--- src/rtl/xadc_drp_scanner.sv ---
// xadc_drp_scanner: DRP read master that scans XADC VAUX result registers
// round-robin, keeps the latest 12-bit code per channel and strobes each new
// sample towards the display path. A registered read port exposes the bank.
`timescale 1ns/1ps
module xadc_drp_scanner #(
  parameter int         NUM_CH    = 13,
  parameter logic [7:0] ADDR_BASE = 8'h10,
  parameter int         PERIOD    = 100000,
  parameter int         TIMEOUT   = 255
) (
  input  logic        clk,
  input  logic        rst,
  output logic [6:0]  drp_daddr,
  output logic        drp_den,
  output logic        drp_dwe,
  input  logic        drp_busy,
  input  logic        drp_drdy,
  input  logic [15:0] drp_do,
  output logic        sample_valid,
  output logic [3:0]  sample_ch,
  output logic [11:0] sample_data,
  output logic        sample_ovr,
  output logic        scan_done,
  output logic        timeout_err,
  input  logic        err_clr,
  input  logic [3:0]  rd_ch,
  output logic [11:0] rd_data
);

  localparam int TICK_W = $clog2(PERIOD);
  localparam int TO_W   = $clog2(TIMEOUT + 1);

  typedef enum logic [2:0] {
    WAIT_TICK,
    REQ,
    WAIT_RDY,
    STORE,
    NEXT
  } state_t;

  state_t            state, state_nx;
  logic [TICK_W-1:0] tick_cnt;
  logic              tick_wrap;
  logic              pending;
  logic [3:0]        ch;
  logic [TO_W-1:0]   to_cnt;
  logic [11:0]       bank [NUM_CH];

  // Decisions taken by the FSM in the current cycle
  logic start, issue, accept, abandon, store, advance, last;

  // Codes above the full-scale guard band are flagged as over-range
  function automatic logic is_over_range(input logic [15:0] code);
    return code > 16'hFFD0;
  endfunction

  assign drp_dwe   = 1'b0;
  assign tick_wrap = (tick_cnt == TICK_W'(PERIOD - 1));

  // State register
  always_ff @(posedge clk or posedge rst) begin
    if (rst) state <= WAIT_TICK;
    else     state <= state_nx;
  end

  // Next-state logic and per-cycle decisions of the scan sequencer
  always_comb begin
    state_nx = state;
    start    = 1'b0;
    issue    = 1'b0;
    accept   = 1'b0;
    abandon  = 1'b0;
    store    = 1'b0;
    advance  = 1'b0;
    last     = 1'b0;
    case (state)
      WAIT_TICK: if (pending) begin
        start    = 1'b1;
        state_nx = REQ;
      end
      REQ: if (!drp_busy) begin
        issue    = 1'b1;
        state_nx = WAIT_RDY;
      end
      WAIT_RDY: begin
        if (drp_drdy) begin
          accept   = 1'b1;
          state_nx = STORE;
        end else if (to_cnt == TO_W'(TIMEOUT - 1)) begin
          abandon  = 1'b1;
          state_nx = NEXT;
        end
      end
      STORE: begin
        store    = 1'b1;
        state_nx = NEXT;
      end
      NEXT: begin
        if (ch == 4'(NUM_CH - 1)) begin
          last     = 1'b1;
          state_nx = WAIT_TICK;
        end else begin
          advance  = 1'b1;
          state_nx = REQ;
        end
      end
      default: state_nx = WAIT_TICK;
    endcase
  end

  // Free-running scan-period counter; a wrap leaves one pending scan request
  always_ff @(posedge clk or posedge rst) begin
    if (rst) begin
      tick_cnt <= '0;
      pending  <= 1'b0;
    end else begin
      tick_cnt <= tick_wrap ? '0 : tick_cnt + 1'b1;
      if (tick_wrap)  pending <= 1'b1;
      else if (start) pending <= 1'b0;
    end
  end

  // Channel index and drdy wait counter
  always_ff @(posedge clk or posedge rst) begin
    if (rst) begin
      ch     <= '0;
      to_cnt <= '0;
    end else begin
      if (start)        ch <= '0;
      else if (advance) ch <= ch + 4'd1;
      if (issue)                  to_cnt <= '0;
      else if (state == WAIT_RDY) to_cnt <= to_cnt + 1'b1;
    end
  end

  // DRP request: single-cycle enable with the channel address held alongside
  always_ff @(posedge clk or posedge rst) begin
    if (rst) begin
      drp_den   <= 1'b0;
      drp_daddr <= '0;
    end else begin
      drp_den <= issue;
      if (issue) drp_daddr <= 7'(ADDR_BASE + {4'd0, ch});
    end
  end

  // Sample strobe, scan-complete strobe and sticky timeout flag
  always_ff @(posedge clk or posedge rst) begin
    if (rst) begin
      sample_valid <= 1'b0;
      sample_ch    <= '0;
      sample_data  <= '0;
      sample_ovr   <= 1'b0;
      scan_done    <= 1'b0;
      timeout_err  <= 1'b0;
    end else begin
      sample_valid <= accept;
      if (accept) begin
        sample_ch   <= ch;
        sample_data <= drp_do[15:4];
        sample_ovr  <= is_over_range(drp_do);
      end
      scan_done <= last;
      if (abandon)      timeout_err <= 1'b1;
      else if (err_clr) timeout_err <= 1'b0;
    end
  end

  // Result bank, written at the end of the STORE cycle
  always_ff @(posedge clk or posedge rst) begin
    if (rst) begin
      for (int i = 0; i < NUM_CH; i++) bank[i] <= '0;
    end else if (store) begin
      bank[ch] <= sample_data;
    end
  end

  // Registered read port; unused channel selects read as zero
  always_ff @(posedge clk or posedge rst) begin
    if (rst)                         rd_data <= '0;
    else if (rd_ch < 4'(NUM_CH))     rd_data <= bank[rd_ch];
    else                             rd_data <= '0;
  end

endmodule

--- config.mk ---
export PLATFORM = sky130hd
export DESIGN_NAME = xadc_drp_scanner
export DESIGN_NICKNAME = d
export VERILOG_FILES = /design/src/rtl/xadc_drp_scanner.sv
export SDC_FILE = /design/constraint.sdc
export NUM_CORES = 1
export LEC_CHECK = 0
export BUFFER_PORTS_ARGS = -buffer_cell sky130_fd_sc_hd__buf_2
export CORE_ASPECT_RATIO = 0.6
export CORE_MARGIN = 1
export CORE_UTILIZATION = 33
export DETAILED_ROUTE_END_ITERATION = 10
export MAX_ROUTING_LAYER = met4
export PLACE_DENSITY_LB_ADDON = 0.15
export SETUP_SLACK_MARGIN = 0.02
export SLEW_MARGIN = 20
export SYNTH_ARGS = -nofsm -noshare
export SYNTH_HDL_FRONTEND = slang
export SYNTH_SLANG_ARGS = --single-unit
export TNS_END_PERCENT = 10
--- constraint.sdc ---
create_clock -name clk -period 6.7 [get_ports clk]
set_input_delay 1.005 -clock clk [delete_from_list [all_inputs] [get_ports clk]]
set_output_delay 1.005 -clock clk [all_outputs]
set_load 0.005 [all_outputs]
Yosys cells after proc, flatten, opt, wreduce, memory -nomap -nowiden
Index checks and enable logic that the tools add are counted.
Widths: inputs -> output; s select.
{"block": "word_totals", "latchBits": 0, "ff_bits": 229, "ram_bits": 0, "romBits": 0, "input_bits": 25, "out_inout_bits": 41, "n_memories": 0, "elab_cells": 91}
{"block": "op_classes", "eq_ne": 10, "muxes": 36, "add_sub_neg": 4, "n_reduce_logical": 7, "shifts": 0, "n_bitwise": 2, "n_div": 0, "magnitude_cmp": 5, "n_mul": 0}
{"cell": "$bwmux 156", "count": 1}
{"cell": "$bmux 12 s4", "count": 1}
{"cell": "$demux 12 s4", "count": 1}
{"cell": "$mux 12", "count": 4}
{"cell": "$mux 1", "count": 19}
{"cell": "$add 17x1->17 const B", "count": 1}
{"cell": "$eq 17x17->1 const B", "count": 1}
{"cell": "$mux 17", "count": 1}
{"cell": "$gt 16x16->1 const B", "count": 1}
{"cell": "$mux 8", "count": 2}
{"cell": "$pmux 3 s5", "count": 1}
{"cell": "$mux 3", "count": 4}
{"cell": "$ge 5x5->1 const B", "count": 2}
{"cell": "$not 4->5", "count": 2}
{"cell": "$add 8x1->8 const B", "count": 1}
{"cell": "$eq 8x8->1 const B", "count": 1}
{"cell": "$mux 4", "count": 2}
{"cell": "$reduce_bool 2->1", "count": 4}
{"cell": "$add 5x4->6 const A", "count": 1}
{"cell": "$eq 3x2->1 const B", "count": 2}
{"cell": "$lt 5x1->1 const B", "count": 1}
{"cell": "$add 4x1->4 const B", "count": 1}
{"cell": "$eq 4x4->1 const B", "count": 1}
{"cell": "$lt 4x4->1 const B", "count": 1}
{"cell": "other kinds (7)", "count": 8}

Longest topological paths before layout
Gate-level depths: netlist (run 1).
{"block": "logic_depth", "ltp_word": 6, "ltp_mapped": 7, "depth_no_buf": 6}

Worst setup path before layout (run 1)
Ideal clock, no wire load.
{"block": "synth_timing", "kind": "input port to flip-flop", "startpoint": "input port rd_ch[0]", "endpoint": "register rd_data[3]", "t_required_ns": 6.570, "setup_time_ns": 0.130, "path_slack_ns": 4.430, "path_buffers": 3, "path_stages": 6, "t_arrival_ns": 2.140, "cell_sequence": "buf_6 -> buf_12 -> buf_6 -> mux4_1 -> a22oi_1 -> o21ai_1"}
{"block": "synth_between", "elab_chain_len": 5}
{"item": "from (decl)", "line_no": "26", "text": "input logic [3:0] rd_ch,"}
{"item": "$not 4->5 (not written as such)", "line_no": "181", "text": "else if (rd_ch < 4'(NUM_CH)) rd_data <= bank[rd_ch];"}
{"item": "$bmux 12 s4", "line_no": "181"}
{"item": "$mux 12 (not written as such) (2 in series)", "line_no": "181"}
{"item": "$mux 12 *", "line_no": "181"}
{"item": "to (signal assigned)", "line_no": "181"}
{"item": "to (decl)", "line_no": "27", "text": "output logic [11:0] rd_data"}
Mark *: on every way between the ends. The rest lies on a longest branch, timed or not. The select of a mux whose other input is x is not followed.
A chain may end at the register's enable or synchronous reset.

Final worst setup path (run 1)
{"block": "layout_timing", "startpoint": "input port rd_ch[3]", "endpoint": "register rd_data[2]"}
The elaborated chain is that of the path after synthesis.

==> results by group, run 1 <==
Status
  – Result of the run: completed

Clocking
  – Clock tree from TritonCTS: yes
  – Post-CTS Hold Fix Bufs: 0
  – Clock transition at the register clock pins on the worst setup and hold paths after CTS: approximately 0.06 ns
  – CTS Root Cell: sky130_fd_sc_hd__clkbuf_16
  – Number of gates resized after cts: 0
  – Cts bufs inserted: 23
  – Clock tree sinks: ~230
  – H-tree depth reported by CTS: 1
  – Post CTS Setup Buffer Count: 0
  – Clock buffer depth: 3
  – Worst-skew pair later-pin latency: ~0.52 ns

Detailed routing
  – Via total after detailed routing: around 5900
  – Antenna Violating Nets Remaining: 0
  – DRC Markers: 0
  – Aggregate routed wire length: 25200 um
  – Via density: 5.04
  – Initial DRT Pass Iterations: 4
  – 1st-iter DRT viols: 334
  – Routed len/inst: 21.4 um

Pwr
  – Lkg Pwr: 5.61 nW
  – Cell area power density: 236 mW/mm^2
  – Portion of total power attributed to the clock network: 46.8%
  – Sw frac: 21.8%
  – Sequential power share: 50.4%
  – Combinational share of power: 2.9%
  – Cell internal pwr: around 2.1 mW
  – Net load switching power: roughly 0.60 mW
  – Worst voltage drop across the vdd grid: between 100 and 150 uV
  – Sum of internal, switching and leakage power: 2.73 mW

Timing
  – Accumulated negative setup slack: 0 ns
  – Number of endpoints failing setup at the final stage: 0
  – Clk_skew: ~0.021 ns
  – Pins over their slew limit: 0
  – Pin slew with the least headroom to its limit: 1.08 ns
  – Normalized max-slew margin: between 20% and 30%
  – Max Freq: 0.369 GHz
  – Number of hold violations in the final report: 0
  – Share of the cycle needed by the critical path after routing: 40.5%
  – Setup repair after global routing missed its margin: false
  – Post-layout min period: 2.71 ns
  – Post-Route Hold Slack: 0.389 ns

Floorplan
  – Width of the die: 230 um
  – Area of the core: roughly 0.030 mm^2
  – Number of top-level pins: 66
  – Effective utilization at floorplan: 34.0%
  – Num rows: just under 50
  – Die H: ~140 um
  – Area of the die: 0.0319 mm^2

Critical path
  – CP Max Fanout: 21
  – Start-to-end type of the worst setup path: in -> reg
  – Capturing element type of the critical path: register
  – Category of the worst setup path launch point: input port
  – Req. time, crit path: roughly 7.1 ns
  – Arrival time of the worst setup path: 3.15 ns

Worst hold path
  – Hold Path Class: in -> async

Yosys
  – Proportion of synthesized chip area in sequential cells: 55.2%
  – FF+latch count, synth: roughly 230
  – Avg Inst Size Synth: 14.4 um^2
  – Most frequent cells after synthesis: sky130_fd_sc_hd__dfrtp_1 (227), sky130_fd_sc_hd__mux2_2 (97), sky130_fd_sc_hd__mux2_1 (81)
  – Yosys warning count: 0
  – Most common cell in the netlist: sky130_fd_sc_hd__dfrtp_1
  – Top flip-flop cell by instance count after synthesis: sky130_fd_sc_hd__dfrtp_1
  – Count of flip-flops with a built-in enable after synthesis: 0
  – Post-synthesis instance area: 0.0103 mm^2
  – Largest area contributor in the netlist: sky130_fd_sc_hd__dfrtp_1
  – Area share of the leading cell type in the synthesized netlist: 55.2%
  – Async set or reset register ratio after synthesis: 100%
  – Number of distinct library cell variants in the gate-level netlist after synthesis: 56
  – Number of instances in the synthesized netlist: 713
  – Leading cell types by total area after synthesis: sky130_fd_sc_hd__dfrtp_1 (55%), sky130_fd_sc_hd__mux2_2 (11%), sky130_fd_sc_hd__mux2_1 (8.9%), sky130_fd_sc_hd__mux4_2 (5.7%), sky130_fd_sc_hd__mux4_1 (1.8%)

Global routing
  – Met3 track utilization from global routing: under 10%
  – Global routing met1 resource utilization: 24.2%
  – Met2 track utilization from global routing: 23.8%
  – GRT Util Overall: 16.6%
  – Largest net degree at the start of global routing: 80
  – Remaining global-route overflow: 0
  – Vias in the first global route: 6315
  – First-pass GRT wire length: 39100 um
  – Antenna violations before repair: 2
  – Busiest layer in global routing: met1

Finish
  – Final net count: 787
  – Post-route design area: 0.0115 mm^2
  – Fraction of layout cells with a size suffix above 1: 32.1%
  – Post-synthesis to final-layout area growth: 12.3%

Placed design
  – Final HPWL DP: 16300 um
  – GP Congestion: 0.785
  – Post-placement cell area: approximately 0.011 mm^2
  – Port Buf Inserts: 62

Run
  – Number of violations of the max-capacitance limit: 0
## layer usage
layer / vias up / part of all wire, %
met1: 3123 / 50
met3: 40 / 4.5
met4: 0 / 2.2
met2: 105 / 43
li1: 2673 / -
met5: - / 0
## state kept, by name, indices dropped and copies added, names as in the netlist
signal and count:
drp_den 1, timeout_err 1, state 3, bank 156, drp_daddr 5, pending 1
scan_done 1, to_cnt 8, ch 4, sample_data 12, sample_ovr 1, sample_valid 1
sample_ch 4, tick_cnt 17, rd_data 12
## critical path: stages
cell	delay, ns
sky130_fd_sc_hd__buf_2	0.50
sky130_fd_sc_hd__inv_1	0.51
sky130_fd_sc_hd__nor3_2	0.72
sky130_fd_sc_hd__a22oi_1	0.19
sky130_fd_sc_hd__a21oi_1	0.21
## power by group through the flow
stage	combinational (mW)	sequential (mW)	clock, mW
floorplan	0.0543	1.40	0
global placement	0.0783	1.40	0
detailed placement	0.0808	1.40	0
CTS	0.0810	1.38	1.32
global route	0.0877	1.37	1.37
finish	0.0778	1.38	1.28
## through the flow
| stage | utilization (%) | setup WS [ns] | std cells |
|---|---|---|---|
| final | 38.1 | 3.99 | 1179 |
| after global routing | 38.1 | 3.85 | 1178 |
| after CTS | 38.1 | 3.88 | 1177 |
| after detailed placement | 35.7 | 3.42 | 1138 |
| after global placement | 35.6 | 3.51 | 1138 |
| after floorplan | - | 2.73 | 715 |
## cells in the final DEF (no fill, tap or decap), drive strengths merged, types with 11 or more instances in the layout
cell type	n
mux2	178
nand4	11
nor2	41
mux4	33
nand2	20
nand3	15
buf	67
xnor2	14
clkbuf	31
a22oi	12
a21oi	11
dfrtp	227
## path summary, 6_finish.rpt
path / start / to / slack [ns] / cells after the start
setup / recovery: rd_ch[3] / rd_data[2] / 3.99 / 5
hold reg to reg: drp_daddr[4] / drp_daddr[4] / 0.47 / 1
setup reg to reg: state[2] / bank[82] / 4.02 / 4
max in group asynchronous: rst / bank[94] / 5.09 / 3
min in group clk: drp_daddr[4] / drp_daddr[4] / 0.47 / 1
hold / removal: rst / to_cnt[2] / 0.39 / 2
## cell families after synthesis
logic type,share of synthesized area (%)
buf+inv,3.75
compound gates,2.84
simple gates,7.48
other cells,0.0365
mux,27.8
flops,55.2
xor+xnor,2.04
fa+ha+maj,0.852
## area by class of cell
| type | instances | area [um^2] |
|---|---|---|
| fill | 2859 | 18700 |
| sequential | 227 | 5680 |
| multi-input combinational | 429 | 4240 |
| clock buffer | 31 | 636 |
| tap | 408 | 510 |
| timing repair buffer | 67 | 352 |
| clock inverter | 8 | 96.3 |
| inverter | 7 | 30.0 |
| antenna | 2 | 5.00 |
(Power assumes the default switching activity.)
==> run 2, diff against run 1 <==
Clock period 6.7 ns to 2.4 ns, I/O delays scaled along.
==> run 2 against run 1 <==
Net effect: first-iteration DRC count grew 19%; largest power group unchanged; critical path type is now reg -> reg; highest routed layer unchanged; flip-flop and latch count is the same; via count grew 2.8%; largest cell class unchanged.
==> results by group, run 2 (synthesized netlist as in run 1, its figures left out) <==
Status
  – Result of the run: completed

Clocking
  – Clock transition at the register clock pins on the worst setup and hold paths after CTS: 0.06 ns
  – Cts bufs inserted: 23
  – Clock buffer depth: 3
  – Clock tree sinks: 227
  – H-tree depth reported by CTS: 1
  – Number of gates resized after cts: 0
  – Clock tree from TritonCTS: yes
  – Worst-skew pair later-pin latency: around 0.53 ns
  – CTS Root Cell: sky130_fd_sc_hd__clkbuf_16

Critical path
  – Start-to-end type of the worst setup path: reg -> reg
  – Flop-to-flop setup slack: 0.43 ns
  – Category of the worst setup path launch point: register
  – Req. time, crit path: 2.79 ns
  – CP Max Fanout: 12
  – Arrival time of the worst setup path: 2.36 ns
  – Capturing element type of the critical path: register

Floorplan
  – Area of the core: 0.0303 mm^2
  – Effective utilization at floorplan: 34.0%
  – Number of top-level pins: 66
  – Num rows: 49
  – Width of the die: 230 um
  – Die H: 139 um
  – Area of the die: 0.0319 mm^2

Timing
  – Clk_skew: 0.0207 ns
  – Number of endpoints failing setup at the final stage: 0
  – Normalized max-slew margin: 44.0%
  – Max Freq: 0.507 GHz
  – Pin slew with the least headroom to its limit: roughly 0.83 ns
  – Share of the cycle needed by the critical path after routing: around 80%
  – Number of hold violations in the final report: 0
  – Pins over their slew limit: 0
  – Accumulated negative setup slack: 0 ns
  – Post-Route Hold Slack: 0.0264 ns
  – Post-layout min period: 1.97 ns
  – Setup repair after global routing missed its margin: false
  – Final worst slack: 0.428 ns

Placed design
  – Final HPWL DP: 17200 um
  – Port Buf Inserts: 62
  – Inst Count DP: 1164
  – Post-placement cell area: 0.0111 mm^2
  – Post-Place Worst Slack: 0.228 ns
  – GP Congestion: 0.775

Detailed routing
  – 1st-iter DRT viols: between 300 and 400
  – Aggregate routed wire length: 25500 um
  – Top layer in use: met4
  – Met2 routed wirelength: between 10000 and 15000 um
  – DRC Markers: 0
  – Routed len/inst: 21.1 um
  – Via total after detailed routing: roughly 6100
  – Initial DRT Pass Iterations: 4
  – Antenna Violating Nets Remaining: 0
  – Via density: approximately 5.0
  – Met1 WL: between 10000 and 15000 um
  – Metal3 WL: 1310 um

Finish
  – Most frequent cells in the layout: sky130_fd_sc_hd__dfrtp_1 (227), sky130_fd_sc_hd__mux2_2 (97), sky130_fd_sc_hd__mux2_1 (81), sky130_fd_sc_hd__buf_2 (62), sky130_fd_sc_hd__nor2_1 (32)
  – Biggest registers after layout: bank x156, tick_cnt x17
  – Most common cell after layout, fill and taps aside: sky130_fd_sc_hd__dfrtp_1
  – Largest register FFs: 156
  – Post-synthesis to final-layout area growth: 16.2%
  – Post-route design area: 0.0119 mm^2
  – Fraction of layout cells with a size suffix above 1: 34.8%
  – Final net count: 814
  – Total of fill cells in the finished design: 2811
  – Register ranked first by flip-flop count: bank
  – Number of non-filler instances in the completed layout: 1210

Global routing
  – First-pass GRT wire length: between 30000 and 40000 um
  – Remaining global-route overflow: 0
  – GRT Util Overall: 16.9%
  – Antenna violations before repair: 2
  – Largest net degree at the start of global routing: 73
  – Vias in the first global route: 6380

Pwr
  – Worst voltage drop across the vdd grid: 426 uV
  – Cell area power density: 662 mW/mm^2
  – Lkg Pwr: 5.82 nW

Run
  – Number of violations of the max-capacitance limit: 0

Worst hold path
  – Hold Path Class: in -> reg
[run 2: changes by cell type in the layout (fill, tap and decap cells not counted), sizes merged]
| cell | previous run | this run |
|---|---|---|
| dlygate4sd3 | 0 | 1 |
| clkbuf | 31 | 33 |
| diode | 2 | 4 |
| clkinvlp | 2 | 1 |
| buf | 67 | 93 |
| bufinv | 2 | 3 |
[run 2: metrics by stage]
step | utilization (%) | total power, mW
after floorplan | - | 4.06
after global placement | 36.7 | 4.15
after detailed placement | 36.7 | 4.16
after CTS | 39.4 | 8.05
after global routing | 39.4 | 8.22
final | 39.4 | 7.91
[run 2: power breakdown]
part           internal, mW  switching, mW  total, mW
combinational        0.0733          0.172      0.245
clock                  2.33           1.50       3.83
sequential             3.83        0.00403       3.84
[run 2: repair_timing]
action | 4_1_cts | 5_1_grt
hold buffers | 1 | 0
endpoints found under the setup margin | 0 | 0
buffers inserted | 0 | 0
endpoints found under the hold margin | 16 | 0
[run 2: final timing paths]
| path | cells after the start | end | startpoint |
|---|---|---|---|
| min in group asynchronous | 3 | bank[132] | rst |
| worst min register to register | 1 | bank[24] | bank[24] |
| worst min-delay path | 2 | timeout_err | err_clr |
| max in group asynchronous | 4 | bank[117] | rst |
| worst max register to register | 5 | bank[75] | state[2] |
| worst max-delay path | 5 | bank[75] | state[2] |
[run 2: layout make-up]
class	count	area, um^2	share of cell area, %
sequential	227	5680	47.6
multi-input combinational	429	4220	35.4
clock buffer	33	693	5.80
timing repair buffer	94	678	5.68
tap	408	510	4.27
clock inverter	8	119	0.995
inverter	7	30.0	0.251
antenna	4	10.0	0.0838
[run 2: per-layer routing]
metal,track usage (%),vias up
li1,-,2743
met1,25.6,3204
met2,23.4,130
met3,3.25,30
met4,3.03,0
met5,-,-
[run 2: worst max-delay path, cell delays in order (launching register included)]
cell	delay, ns
sky130_fd_sc_hd__dfrtp_1	0.38
sky130_fd_sc_hd__and3b_1	0.55
sky130_fd_sc_hd__nand2_2	0.13
sky130_fd_sc_hd__nor2_2	0.12
sky130_fd_sc_hd__buf_4	0.29
sky130_fd_sc_hd__mux2_1	0.36
